<file path="src/rtl/ddio_crc_link_top.sv">
// CRC-4 link demo: TX generates a frame of CRC-protected words into a RAM, streams it
// over a strobed word link, and RX re-checks each word, storing and counting good ones.
module ddio_crc_link_top #(
  parameter int unsigned MESS_LEN = 12,
  parameter int unsigned CRC_LEN  = 4,
  parameter int unsigned DEPTH    = 32,
  parameter int unsigned AW       = 5,
  parameter int unsigned W        = MESS_LEN + CRC_LEN + 2
) (
  input  logic          board_clk,
  input  logic          rst,
  input  logic          btn,
  input  logic          btn_SEND,
  input  logic          err_inject,
  output logic [2:0]    state_tx,
  output logic [2:0]    state_rx,
  output logic [AW-1:0] address_tx,
  output logic [AW-1:0] address_rx,
  output logic          wren_tx,
  output logic          clkout,
  output logic          data_oe,
  output logic [W-1:0]  dataout,
  output logic [5:0]    counter,
  output logic          LED_alert
);

  localparam int unsigned DW = MESS_LEN + CRC_LEN;
  localparam logic [CRC_LEN:0] POLY = 5'b10011;
  localparam int unsigned STEPS = MESS_LEN - 1;

  typedef enum logic [2:0] {
    TX_IDLE = 3'd0, TX_CRC = 3'd1, TX_WRITE = 3'd2, TX_NEXT = 3'd3,
    TX_READY = 3'd4, TX_SEND = 3'd5, TX_OUT = 3'd6, TX_WAIT = 3'd7
  } tx_state_t;

  typedef enum logic [2:0] {
    RX_IDLE = 3'd0, RX_CHECK = 3'd1, RX_WRITE = 3'd2
  } rx_state_t;

  // One long-division step: the top bit is resolved, then shifted out
  function automatic logic [DW-1:0] div_step(input logic [DW-1:0] r);
    logic [DW-1:0] x;
    x = r[DW-1] ? (r ^ {POLY, {(DW-CRC_LEN-1){1'b0}}}) : r;
    return x << 1;
  endfunction

  function automatic logic [MESS_LEN-1:0] msg_of(input logic [AW-1:0] a);
    return {a, 2'b00, a};
  endfunction

  tx_state_t        tx_state;
  rx_state_t        rx_state;
  logic             btn_q, send_q;
  logic [DW-1:0]    tx_r, rx_r;
  logic [3:0]       tx_cnt, rx_cnt;
  logic [W-1:0]     tx_q, rx_word;
  logic [W-1:0]     tx_ram [DEPTH];
  logic [W-1:0]     rx_ram [DEPTH];
  logic             btn_edge, send_edge, gen_start, rx_good;
  logic [W-1:0]     tx_wdata;

  assign btn_edge  = btn & ~btn_q;
  assign send_edge = btn_SEND & ~send_q;
  assign gen_start = (tx_state == TX_IDLE) && btn_edge;
  assign rx_good   = (rx_r[DW-1 -: CRC_LEN] == '0);
  assign tx_wdata  = {1'b1, address_tx == AW'(DEPTH-1), msg_of(address_tx), tx_r[DW-1 -: CRC_LEN]};
  assign state_tx  = tx_state;
  assign state_rx  = rx_state;

  always_ff @(posedge board_clk) begin
    if (wren_tx) tx_ram[address_tx] <= tx_wdata;
    tx_q <= tx_ram[address_tx];
  end

  always_ff @(posedge board_clk) begin
    if (rx_state == RX_WRITE && rx_good && rx_word[W-1]) rx_ram[address_rx] <= rx_word;
  end

  // TX: frame generation, then word-by-word streaming with RX handshake
  always_ff @(posedge board_clk) begin
    if (rst) begin
      tx_state   <= TX_IDLE;
      btn_q      <= 1'b0;
      send_q     <= 1'b0;
      address_tx <= '0;
      tx_r       <= '0;
      tx_cnt     <= '0;
      wren_tx    <= 1'b0;
      clkout     <= 1'b0;
      data_oe    <= 1'b0;
      dataout    <= '0;
    end else begin
      btn_q   <= btn;
      send_q  <= btn_SEND;
      wren_tx <= 1'b0;
      clkout  <= 1'b0;
      data_oe <= 1'b0;
      case (tx_state)
        TX_IDLE: if (btn_edge) begin
          address_tx <= '0;
          tx_r       <= {msg_of('0), {CRC_LEN{1'b0}}};
          tx_cnt     <= '0;
          tx_state   <= TX_CRC;
        end
        TX_CRC: begin
          tx_r   <= div_step(tx_r);
          tx_cnt <= tx_cnt + 4'd1;
          if (tx_cnt == 4'(STEPS)) begin
            wren_tx  <= 1'b1;
            tx_state <= TX_WRITE;
          end
        end
        TX_WRITE: tx_state <= TX_NEXT;
        TX_NEXT: if (address_tx == AW'(DEPTH-1)) begin
          tx_state <= TX_READY;
        end else begin
          address_tx <= address_tx + AW'(1);
          tx_r       <= {msg_of(address_tx + AW'(1)), {CRC_LEN{1'b0}}};
          tx_cnt     <= '0;
          tx_state   <= TX_CRC;
        end
        TX_READY: if (send_edge) begin
          address_tx <= '0;
          tx_state   <= TX_SEND;
        end
        TX_SEND: tx_state <= TX_OUT;
        TX_OUT: begin
          clkout   <= 1'b1;
          data_oe  <= 1'b1;
          dataout  <= tx_q ^ (W'(err_inject) << 4);
          tx_state <= TX_WAIT;
        end
        TX_WAIT: if (!clkout && rx_state == RX_IDLE) begin
          if (dataout[W-2]) begin
            tx_state <= TX_IDLE;
          end else begin
            address_tx <= address_tx + AW'(1);
            tx_state   <= TX_SEND;
          end
        end
        default: tx_state <= TX_IDLE;
      endcase
    end
  end

  // RX: capture strobed word, re-divide, store and count if remainder is zero
  always_ff @(posedge board_clk) begin
    if (rst) begin
      rx_state   <= RX_IDLE;
      rx_r       <= '0;
      rx_cnt     <= '0;
      rx_word    <= '0;
      address_rx <= '0;
      counter    <= '0;
      LED_alert  <= 1'b0;
    end else begin
      case (rx_state)
        RX_IDLE: if (clkout) begin
          rx_word  <= dataout;
          rx_r     <= dataout[DW-1:0];
          rx_cnt   <= '0;
          rx_state <= RX_CHECK;
        end
        RX_CHECK: begin
          rx_r   <= div_step(rx_r);
          rx_cnt <= rx_cnt + 4'd1;
          if (rx_cnt == 4'(STEPS)) rx_state <= RX_WRITE;
        end
        RX_WRITE: begin
          if (rx_good) begin
            address_rx <= address_rx + AW'(1);
            if (counter != 6'd63) counter <= counter + 6'd1;
          end else begin
            LED_alert <= 1'b1;
          end
          rx_state <= RX_IDLE;
        end
        default: rx_state <= RX_IDLE;
      endcase
      if (gen_start) begin
        address_rx <= '0;
        counter    <= '0;
        LED_alert  <= 1'b0;
      end
    end
  end

endmodule

</file>
<file path="config.mk">
export PLATFORM = sky130hd
export DESIGN_NAME = ddio_crc_link_top
export DESIGN_NICKNAME = d
export VERILOG_FILES = /design/src/rtl/ddio_crc_link_top.sv
export SDC_FILE = /design/constraint.sdc
export NUM_CORES = 1
export LEC_CHECK = 0
export ABC_AREA = 1
export CAP_MARGIN = 20
export CORE_MARGIN = 2
export CORE_UTILIZATION = 55
export DETAILED_ROUTE_END_ITERATION = 8
export MAX_ROUTING_LAYER = met4
export PLACE_DENSITY = 0.72
export SLEW_MARGIN = 20
export SYNTH_ARGS = -nofsm -noshare
export SYNTH_HDL_FRONTEND = slang
export SYNTH_SLANG_ARGS = --single-unit
</file>
<file path="constraint.sdc">
create_clock -name board_clk -period 2.95 [get_ports board_clk]
set_input_delay 0.59 -clock board_clk [delete_from_list [all_inputs] [get_ports board_clk]]
set_output_delay 0.59 -clock board_clk [all_outputs]
set_load 0.05 [all_outputs]
</file>
==> metrics.csv <==
metric,value,unit
number of global-route vias before repair,11200,
post-detailed-route count of antenna-violating nets,0,
r2r endpoint,tx_r[6],
Final Hold Fails,0,
RSZ-0062 raised after global routing,false,
length of the first detailed-routing pass in iterations,5,
root buffer cell,sky130_fd_sc_hd__clkbuf_16,
aggregate routed wire length,37800,µm
Max Clk Rate,363,MHz
combinational share of power,0.273,
clock tree from TritonCTS,built,
largest stage delay on the critical path,0.66,ns
total non-filler cell area in the finished layout,19200,µm²
area of the die,31900,µm²
family with the most delay on the worst path,buffers and inverters,
total clock sinks,404,
number of resized instances in the post-cts repair step,0,
die height,179,µm
Lkg Pwr,7.80,nW
total via count in the routed design,11700,
clock buffer count from CTS,42,
drt via density,5.40,
number of antenna violations at the first check in global routing,0,
Sw Ratio,0.346,
placed cell area,17800,µm²
initial core utilization,0.563,
final hold slack,0.447,ns
number of warning messages in the yosys log,0,
Critical Path End Type,primary output,
outcome,"complete, no violations",
Inst Count DP,2100,
final count of pins violating max slew,0,
"Setup Fix Bufs, Post-CTS",0,
number of logic stages on the critical path including buffering,2,
post-synthesis sequential element count,404,
main area contributors after synthesis,"sky130_fd_sc_hd__edfxtp_1 57%, sky130_fd_sc_hd__nand2_1 16%, sky130_fd_sc_hd__dfxtp_1 10%",
worst reg2reg setup slack,0.68,ns
nature of the critical path startpoint,flip-flop,
Synth top area share,0.573,
residual DRC count,0,
most used standard cells in the synthesized netlist,"717 x sky130_fd_sc_hd__nand2_1, 320 x sky130_fd_sc_hd__edfxtp_1, 136 x sky130_fd_sc_hd__nor2_1",
Arrival @ worst endpoint,2.17,ns
n_diodes,0,
Synth Flop Type,sky130_fd_sc_hd__edfxtp_1,
Global Route Usage Sum,0.251,
maximum fanout along the worst path,152,
cell area after synthesis,16800,µm²
worst r2r path cells,10,
number of nets in the finished design,1768,
startpoint-to-endpoint class of the critical path,flip-flop to primary output,
number of distinct library cells after synthesis,38,
Gate Count Post-Synth,1687,
Worst Path Required,2.36,ns
worst IR drop on VDD,530,µV
non-filler instance count after layout,2176,
number of max-cap violations,0,
Clk network pwr share,0.311,
total number of placement rows,63,
I/O pin count,49,
power density of the placed cells,868,nW/µm²
detail-routed net length per standard cell,17.4,µm
worst hold path cell count,2,
transition time at the pin with the least slew margin,0.676,ns
pin count of the biggest net entering global routing,153,
type of the tightest min-delay check,flip-flop to flip-flop,
async set-reset flop share out of synthesis,0,
share of final-layout standard cells stronger than drive strength 1,0.0834,
post-synth top area cell,sky130_fd_sc_hd__edfxtp_1,
wire length of the first global-routing pass,59900,µm
post-layout minimum cycle time,2.76,ns
utilization of the core after routing,0.643,
register clock-pin slew on the reported worst setup and hold paths,0.06,ns
cell at the slowest stage of the critical path,sky130_fd_sc_hd__dfxtp_4,
post-detailed-placement half-perimeter wirelength,22500,µm
internal power,10.9,mW
Worst Hold End,tx_r[10],
DR iter-0 viols,1305,
last weighted congestion value of the routability-driven placer,0.893,
x dimension of the die,179,µm
CP Buf/Inv Count,2,
"critical path, cell by cell",buf_12 -> buf_4,
part of the cycle the worst path needs,0.934,
synthesized area per cell,9.94,µm²
sequential share of the synthesized area,0.673,
total of buffers placed on input and output ports,45,
Longest Clk Path Bufs,3,
final setup TNS,0,ns
number of H-tree levels,2,
origin of the critical flop-to-flop path,address_tx[0],
CTS Hold Bufs,0,
core outline area,29800,µm²
library cell with the highest instance count after synthesis,sky130_fd_sc_hd__nand2_1,
critical hold path startpoint,tx_r[10],
largest clock skew in the final design,0.0206,ns
number of enable flip-flop cells after synthesis,320,
setup-violating endpoint count in the final report,0,
Area Growth Syn to Fin,14.2,%
proportion of power drawn by flip-flops and latches,0.416,
"Remaining Overflow, GRT",0,
Switching Power,5.75,mW
clock latency reported for the late side of the worst-skew pair,0.54,ns
Worst slew margin,0.549,
metal layers:
metal	global-route usage	routed length (µm)	up-vias
met5	-	0	-
met3	0.0454	3240	73
met1	0.342	16000	5512
met2	0.387	17500	477
li1	-	-	5681
met4	0.0799	1020	0
worst reg2reg max path, stage by stage (launching register included):
cell	delay, ns
sky130_fd_sc_hd__dfxtp_4	0.66
sky130_fd_sc_hd__ha_1	0.27
sky130_fd_sc_hd__nand2_1	0.08
sky130_fd_sc_hd__nor2_1	0.11
sky130_fd_sc_hd__ha_1	0.19
sky130_fd_sc_hd__nand4_1	0.15
sky130_fd_sc_hd__nand2_1	0.12
sky130_fd_sc_hd__nor2_1	0.07
sky130_fd_sc_hd__nor2_2	0.36
sky130_fd_sc_hd__nand2_1	0.11
sky130_fd_sc_hd__nand2_1	0.09
cell families (layout without fill, tap and decap cells):
family / Yosys count / after routing / synth area share
fa+ha+maj: 9 / 9 / 0.00672
xor+xnor: 10 / 10 / 0.00522
buf+inv: 164 / 261 / 0.0451
other cells: 1 / 3 / 0.000224
flops: 404 / 404 / 0.673
simple gates: 916 / 916 / 0.212
compound gates: 183 / 183 / 0.0569
flip-flops by register name, indices dropped and copies added (netlist names), 2 cells and up:
| signal | cells |
|---|---|
| tx_q | 10 |
| address_rx | 5 |
| counter | 6 |
| tx_cnt | 4 |
| rx_cnt | 4 |
| tx_r | 12 |
| address_tx | 5 |
| dataout | 12 |
| state_rx | 2 |
| state_tx | 3 |
| rx_r | 16 |
| tx_ram | 320 |
cell type report:
type	count	area, µm²
tap	390	488
fill	2318	10600
sequential	404	11300
multi-input combinational	1121	4730
timing repair buffer	108	978
clock buffer	54	1190
clock inverter	22	176
inverter	77	292
power by group through the flow:
stage / registers (mW) / clock network, mW / logic (mW)
after floorplan: 7.09 / 0 / 3.06
after global placement: 7.01 / 0 / 4.45
after detailed placement: 7.02 / 0 / 4.49
after CTS: 6.91 / 5.25 / 4.54
after global routing: 6.94 / 5.48 / 5.02
final: 6.91 / 5.18 / 4.54
per-stage QoR:
stage / worst slack, ns / power (mW)
2_1_floorplan: 0.324 / 10.1
3_3_place_gp: 0.752 / 11.5
3_5_place_dp: 0.711 / 11.5
4_1_cts: 0.200 / 16.7
5_1_grt: 0.0938 / 17.4
6_report: 0.195 / 16.6
worst max path at each step:
stage / start / endpoint / slack, ns
final: address_tx[0] / address_tx[0] / 0.19
after global routing: address_tx[0] / address_tx[0] / 0.09
after CTS: address_tx[0] / address_tx[0] / 0.20
after detailed placement: address_tx[0] / tx_r[14] / 0.71
after global placement: address_tx[0] / tx_r[7] / 0.75
after floorplan: address_tx[1] / tx_r[12] / 0.32
cell usage in the layout, fill, tap and decap left out, types with 40 or more instances in the layout:
cell type                         netlist  final
sky130_fd_sc_hd__clkbuf_16              0     44
sky130_fd_sc_hd__clkdlybuf4s50_1        0     42
sky130_fd_sc_hd__buf_4                 24     61
sky130_fd_sc_hd__nand2_1              717    717
sky130_fd_sc_hd__nor2_1               136    136
sky130_fd_sc_hd__dfxtp_1               84     81
sky130_fd_sc_hd__a21oi_1               40     40
sky130_fd_sc_hd__o21ai_0               80     80
sky130_fd_sc_hd__inv_1                 69     69
sky130_fd_sc_hd__edfxtp_1             320    320
sky130_fd_sc_hd__o21ai_1               45     45
Note: power is estimated with default switching activity, not from simulation.
